<file path="src/rtl/fp_posit_pkg.sv">
// Shared types and constants for the FP16 x posit MAC array.
package fp_posit_pkg;

    typedef enum logic [1:0] {
        ST_IDLE  = 2'd0,
        ST_SHIFT = 2'd1,
        ST_MUL   = 2'd2,
        ST_ACC   = 2'd3
    } state_t;

    localparam int FP_EXP_W   = 5;
    localparam int FP_MAN_W   = 10;
    localparam int FP_SIG_W   = 11;
    localparam int FP_BIAS    = 15;
    localparam int FP_EXP_MAX = 31;
    // The accumulator LSB carries weight 2^(exp_min - LSB_OFFSET).
    localparam int LSB_OFFSET = 25;

endpackage

</file>
<file path="src/rtl/fp_posit_mac_array_decode.sv">
// Combinational es=0 posit decoder: right-aligned word of 'precision' bits
// into sign, regime k, significand 1.f (PREC_MAX-3 fraction bits), zero and NaR.
module posit_decode
    import fp_posit_pkg::*;
#(
    parameter int PREC_MAX = 8
) (
    input  logic [PREC_MAX-1:0] bits,
    input  logic [3:0]          precision,
    output logic                sign,
    output logic [4:0]          k,
    output logic [PREC_MAX-3:0] sig,
    output logic                zero,
    output logic                nar
);

    logic [PREC_MAX-1:0] mask;
    logic [PREC_MAX-1:0] top;
    logic [PREC_MAX-1:0] val;
    logic [PREC_MAX-1:0] mag;
    logic [PREC_MAX-1:0] body;
    logic [PREC_MAX-1:0] tmp;
    logic [3:0]          run;
    logic                r0;
    logic                stop;

    always_comb begin
        mask = '0;
        top  = '0;
        for (int i = 0; i < PREC_MAX; i++) begin
            mask[i] = (i < int'(precision));
            top[i]  = (i == int'(precision) - 1);
        end
        val  = bits & mask;
        zero = (val == '0);
        nar  = (val == top);
        sign = |(val & top);
        mag  = sign ? ((~val + 1'b1) & mask) : val;
        // Left-align so the regime always starts just below the MSB; the zero
        // padding below the word terminates any regime run correctly.
        body = mag << (4'(PREC_MAX) - precision);
        r0   = body[PREC_MAX-2];
        run  = '0;
        stop = 1'b0;
        for (int i = PREC_MAX - 2; i >= 0; i--) begin
            if (!stop) begin
                if (body[i] == r0) run = run + 4'd1;
                else               stop = 1'b1;
            end
        end
        k   = r0 ? (5'(run) - 5'd1) : (5'd0 - 5'(run));
        tmp = body << (5'(run) + 5'd2);
        sig = {1'b1, (PREC_MAX-3)'(tmp >> 3)};
    end

endmodule

</file>
<file path="src/rtl/fp_posit_mac_array.sv">
// LANES-wide FP16 activation x serial posit weight MAC with a shared FSM.
// Define FPMAC_SATURATE_EN to clamp accumulator overflow instead of wrapping.
module fp_posit_mac_array
    import fp_posit_pkg::*;
#(
    parameter int LANES     = 4,
    parameter int ACC_WIDTH = 32,
    parameter int PREC_MAX  = 8
) (
    input  logic                       clk,
    input  logic                       rst,
    input  logic                       set,
    input  logic                       clr,
    input  logic [3:0]                 precision,
    input  logic [LANES*16-1:0]        act,
    input  logic [4:0]                 exp_min,
    input  logic                       valid,
    input  logic [LANES-1:0]           w,
    output logic [4:0]                 exp_out,
    output logic [LANES*ACC_WIDTH-1:0] fixed_point_out,
    output logic                       done,
    output logic                       busy,
    output logic [LANES-1:0]           nar,
    output logic                       prec_err
);

    localparam int SIG_W      = PREC_MAX - 2;
    localparam int FRAC_W     = PREC_MAX - 3;
    localparam int PROD_W     = FP_SIG_W + SIG_W;
    localparam int EXT_W      = ACC_WIDTH + PROD_W + 34;
    localparam int SHIFT_BIAS = LSB_OFFSET - FP_BIAS - FP_MAN_W - FRAC_W;

    state_t             state;
    logic [3:0]         bit_cnt;
    logic [3:0]         prec_q;
    logic [LANES*16-1:0] act_q;
    logic [4:0]         exp_q;
    logic               prec_err_q;
    logic               done_q;
    logic               shift_en;

    assign shift_en = (state == ST_SHIFT) && valid && !prec_err_q;

    // Shared control: set wins in every state and restarts word collection.
    always_ff @(posedge clk or posedge rst) begin
        if (rst) begin
            state      <= ST_IDLE;
            bit_cnt    <= '0;
            prec_q     <= '0;
            act_q      <= '0;
            exp_q      <= '0;
            prec_err_q <= 1'b0;
            done_q     <= 1'b0;
        end else begin
            done_q <= 1'b0;
            if (set) begin
                state      <= ST_SHIFT;
                bit_cnt    <= '0;
                prec_q     <= precision;
                act_q      <= act;
                exp_q      <= exp_min;
                prec_err_q <= (precision < 4'd3) || (precision > 4'(PREC_MAX));
            end else begin
                case (state)
                    ST_SHIFT: begin
                        if (shift_en) begin
                            if (bit_cnt + 4'd1 == prec_q) begin
                                bit_cnt <= '0;
                                state   <= ST_MUL;
                            end else begin
                                bit_cnt <= bit_cnt + 4'd1;
                            end
                        end
                    end
                    ST_MUL: state <= ST_ACC;
                    ST_ACC: begin
                        state  <= ST_SHIFT;
                        done_q <= 1'b1;
                    end
                    default: state <= ST_IDLE;
                endcase
            end
        end
    end

    assign exp_out  = exp_q;
    assign done     = done_q;
    assign busy     = (state == ST_MUL) || (state == ST_ACC);
    assign prec_err = prec_err_q;

    for (genvar i = 0; i < LANES; i++) begin : g_lane
        logic [PREC_MAX-1:0]  sreg;
        logic                 w_sign;
        logic [4:0]           w_k;
        logic [SIG_W-1:0]     w_sig;
        logic                 w_zero;
        logic                 w_nar;
        logic                 a_sign;
        logic [FP_EXP_W-1:0]  a_exp;
        logic [FP_MAN_W-1:0]  a_man;
        logic [PROD_W-1:0]    prod_c;
        logic [PROD_W-1:0]    prod_q;
        logic [7:0]           shamt_c;
        logic [7:0]           shamt_q;
        logic                 neg_q;
        logic                 kill_q;
        logic                 nar_q;
        logic [ACC_WIDTH-1:0] acc_q;
        logic [ACC_WIDTH-1:0] acc_next;
        logic [EXT_W-1:0]     mag;
        logic [EXT_W-1:0]     addend;
        logic [EXT_W-1:0]     sum;

        assign a_sign = act_q[16*i+15];
        assign a_exp  = act_q[16*i+FP_MAN_W +: FP_EXP_W];
        assign a_man  = act_q[16*i +: FP_MAN_W];

        posit_decode #(.PREC_MAX(PREC_MAX)) u_decode (
            .bits      (sreg),
            .precision (prec_q),
            .sign      (w_sign),
            .k         (w_k),
            .sig       (w_sig),
            .zero      (w_zero),
            .nar       (w_nar)
        );

        assign prod_c  = PROD_W'({1'b1, a_man}) * PROD_W'(w_sig);
        // Two's-complement shift count; negative means shift right.
        assign shamt_c = 8'(a_exp) - 8'(exp_q) + {{3{w_k[4]}}, w_k} + 8'(SHIFT_BIAS);

        always_comb begin
            mag    = shamt_q[7] ? (EXT_W'(prod_q) >> (8'd0 - shamt_q))
                                : (EXT_W'(prod_q) << shamt_q);
            addend = neg_q ? (EXT_W'(0) - mag) : mag;
            sum    = {{(EXT_W-ACC_WIDTH){acc_q[ACC_WIDTH-1]}}, acc_q} + addend;
`ifdef FPMAC_SATURATE_EN
            acc_next = sum[ACC_WIDTH-1:0];
            if ((sum[EXT_W-1:ACC_WIDTH-1] != '0) && (sum[EXT_W-1:ACC_WIDTH-1] != '1))
                acc_next = sum[EXT_W-1] ? {1'b1, {(ACC_WIDTH-1){1'b0}}}
                                        : {1'b0, {(ACC_WIDTH-1){1'b1}}};
`else
            acc_next = ACC_WIDTH'(sum);
`endif
        end

        always_ff @(posedge clk or posedge rst) begin
            if (rst) begin
                sreg    <= '0;
                prod_q  <= '0;
                shamt_q <= '0;
                neg_q   <= 1'b0;
                kill_q  <= 1'b0;
                nar_q   <= 1'b0;
                acc_q   <= '0;
            end else if (set) begin
                sreg <= '0;
                if (clr) acc_q <= '0;
            end else begin
                if (shift_en) sreg <= {sreg[PREC_MAX-2:0], w[i]};
                if (state == ST_MUL) begin
                    prod_q  <= prod_c;
                    shamt_q <= shamt_c;
                    neg_q   <= w_sign ^ a_sign;
                    kill_q  <= w_zero || w_nar || (a_exp == '0) ||
                               (a_exp == FP_EXP_W'(FP_EXP_MAX));
                    nar_q   <= nar_q || w_nar || (a_exp == FP_EXP_W'(FP_EXP_MAX));
                end
                if (state == ST_ACC && !kill_q) acc_q <= acc_next;
            end
        end

        assign fixed_point_out[i*ACC_WIDTH +: ACC_WIDTH] = acc_q;
        assign nar[i] = nar_q;
    end

endmodule

</file>
<file path="config.mk">
export PLATFORM = sky130hd
export DESIGN_NAME = fp_posit_mac_array
export DESIGN_NICKNAME = d
export VERILOG_FILES = /design/src/rtl/fp_posit_pkg.sv /design/src/rtl/fp_posit_mac_array_decode.sv /design/src/rtl/fp_posit_mac_array.sv
export SDC_FILE = /design/constraint.sdc
export NUM_CORES = 2
export LEC_CHECK = 0
export CAP_MARGIN = 5
export CELL_PAD_IN_SITES_DETAIL_PLACEMENT = 1
export CELL_PAD_IN_SITES_GLOBAL_PLACEMENT = 2
export CORE_ASPECT_RATIO = 1.75
export CORE_UTILIZATION = 35
export DETAILED_ROUTE_END_ITERATION = 10
export PLACE_DENSITY_LB_ADDON = 0.2
export SYNTH_ARGS = -nofsm -noshare
export SYNTH_HDL_FRONTEND = slang
export SYNTH_SLANG_ARGS = --single-unit
</file>
<file path="constraint.sdc">
create_clock -name clk -period 13.4 [get_ports clk]
set_clock_uncertainty 0.2 [all_clocks]
set_input_delay 4.02 -clock clk [delete_from_list [all_inputs] [get_ports clk]]
set_output_delay 4.02 -clock clk [all_outputs]
set_load 0.005 [all_outputs]
</file>
==> flow_summary.json <==
{
  "ir_drop_mv": 0.1053,
  "remaining_drc_errors": 0,
  "postCtsHoldBufs": 0,
  "die-height_um": 486.6,
  "routedWlPerCell_um": 22.75,
  "synth_flop_cell": "dfrtp_1",
  "grt_usage_pct": 25.63,
  "clk_pin_slew_worst_paths_ns": 0.06,
  "syn_inst": 5858,
  "grt_first_pass_wirelength_um": 274500,
  "rsz0062_at_grt": "no",
  "synth_top_area_share_pct": 18.80,
  "synth.distinct_cells": 112,
  "max_clock_freq_mhz": 80.73,
  "seqPwrFrac_pct": 14.4,
  "ioPinCount": 222,
  "clock_path_buffers": 3,
  "p_switching_mw": 6.508,
  "maxSlewHeadroom_pct": 23.02,
  "maxCapViolCount": 0,
  "area_growth_pct": 11.48,
  "worst_pin_slew_ns": 1.144,
  "syn_area_sq_um": 46980,
  "seq_area_frac_synth_pct": 18.80,
  "cp.required_ns": 13.68,
  "finalCriticalPeriod_ns": 12.39,
  "grt_max_degree": 118,
  "antenna_found_initial": 4,
  "die_x_um": 278.9,
  "root_buffer": "clkbuf_16",
  "grt_pass1_vias": 46840,
  "critical_path.top_delay_family": "compound AO/OA/AOI/OAI gates",
  "hold_path_class": "flop to flop",
  "synth_edf_count": 0,
  "leakagePower_nw": 23.20,
  "routed_wl_um": 175600,
  "path_max_fanout": 32,
  "path_depth": 44,
  "yosys.area.top_type": "dfrtp_1",
  "cts_resized": 0,
  "r2r.worst_path.cells": 44,
  "syn_nets": 6465,
  "yosys-top-cells-area": "dfrtp_1, ha_1, fa_1, o21ai_0, nand2_1",
  "die_area_sq_um": 135700,
  "start_util_pct": 35.29,
  "via_per_inst": 5.738,
  "path_class": "flop to flop",
  "drive_gt1_share_pct": 7.595,
  "crit_path_start_kind": "flop",
  "ys_async_sr_fraction_pct": 100.0,
  "synth_area_per_cell_sq_um": 8.019,
  "vias": 44280,
  "ant_nets": 0,
  "setup_violations": 0,
  "dr.pass1.iters": 8,
  "slew_violations": 0,
  "slowest_stage": "a221o_1",
  "synth_warnings": 0,
  "comb_power_share_pct": 74.6,
  "hpwl_um": 142500,
  "core.rowCount": 177,
  "hold_violations": 0,
  "final.setup.tns_ns": 0,
  "cp.buffers_inverters": 3,
  "holdPathStages": 1,
  "cts_buffers": 45,
  "yosys-top-cells-count": "nand2_1, inv_1, o21ai_0",
  "period_share_pct": 92.44,
  "gp_congestion": 0.9466,
  "drt_iter0_markers": 1871,
  "status": "complete, no violations",
  "clock_latency_ns": 0.63,
  "overflow": 0,
  "switching_share_pct": 53.23,
  "synth.most_common_cell": "nand2_1",
  "cts_max_level": 2,
  "place.port_buffers": 221,
  "intPower_mw": 5.719,
  "cts_sinks": 353,
  "cts_tree": "done",
  "critPathCaptureType": "flop",
  "slowest_delay_ns": 0.60,
  "post-cts-setup-buffers": 0,
  "powerDensity_nw_per_um2": 233.5,
  "clockPowerShare_pct": 10.9,
  "core_area_sq_um": 133100,
  "crit_arrival_ns": 12.67,
  "fin_util_pct": 39.35,
  "nets": 6499,
  "ys_ff_latch": 353
}
[stage by stage]
| step | area [sq um] | setup WS [ns] | hold slack (ns) | power (mW) | cells |
|---|---|---|---|---|---|
| after floorplan | 46980 | 2.144 | 0.2289 | 8.337 | 5858 |
| after global placement | 50790 | 1.243 | 0.2607 | 10.75 | 7635 |
| after detailed placement | 50790 | 1.036 | 0.2538 | 10.91 | 7635 |
| after CTS | 52360 | 1.026 | 0.2798 | 12.34 | 7715 |
| after global routing | 52370 | 0.06942 | 0.3193 | 13.36 | 7716 |
| final | 52370 | 1.013 | 0.2734 | 12.23 | 7717 |
[area by class of cell]
cell class	count	area [sq um]
tap	1790	2240
sequential	353	8838
timing repair buffer	301	2823
clock inverter	23	326.6
inverter	503	1894
antenna	2	5.005
clock buffer	57	1242
multi-input combinational	4688	35000
fill	15980	80730
[cells by family after synthesis]
group,synth area share [%]
buffers and inverters,6.803
adder cells (fa/ha/maj),16.54
XOR/XNOR,6.685
AND/OR/NAND/NOR,20.23
multiplexers,8.923
flip-flops,18.80
AO/OA/AOI/OAI,22.02
[worst paths after layout]
path	startpoint	to	slack [ns]
setup / recovery	prec_q[0]	g_lane[1].prod_q[15]	1.01
hold / removal	g_lane[1].nar_q	g_lane[1].nar_q	0.27
setup reg to reg	prec_q[0]	g_lane[1].prod_q[15]	1.01
hold reg to reg	g_lane[1].nar_q	g_lane[1].nar_q	0.27
max in group asynchronous	rst	g_lane[0].shamt_q[0]	7.32
min in group asynchronous	rst	g_lane[3].prod_q[10]	3.58
[power by group through the flow]
stage          Clock, mW  Sequential, mW  Combinational (mW)
6_report            1.34            1.77                9.12
2_1_floorplan          0            1.56                6.78
4_1_cts             1.40            1.77                9.18
3_5_place_dp           0            1.79                9.13
3_3_place_gp           0            1.77                8.98
5_1_grt             1.42            1.82                10.1
[placed cells by master (no fill, tap or decap), types with 72 or more instances in the layout]
master	n
nor2_1	383
nand2b_1	72
xor2_1	136
mux2_2	80
a21oi_1	311
mux2i_1	142
xnor2_1	217
a21o_1	100
clkdlybuf4s50_1	220
o21ai_0	445
fa_1	160
nand2_1	573
buf_4	80
nor3_1	153
inv_1	487
ha_1	365
mux4_2	82
nand3_1	249
dfrtp_1	349
and2_1	103
[per-layer routing]
layer	vias to the layer above	share of wire (%)	GRT usage (%)
met5	-	0	0
met4	0	6.3	14.73
met3	391	2.9	2.426
met2	899	51	46.91
met1	21870	40	28.72
li1	21120	-	-
[sequential cells by signal (all words and copies together) (netlist names)]
register,count
prec_err,1
g_lane.prod_q,68
state,2
done,1
g_lane.acc_q,128
prec_q,4
g_lane.kill_q,4
bit_cnt,4
g_lane.nar_q,4
act_q,64
g_lane.sreg,32
exp_out,5
g_lane.shamt_q,32
g_lane.neg_q,4
Power figures use the tool's default switching activity.
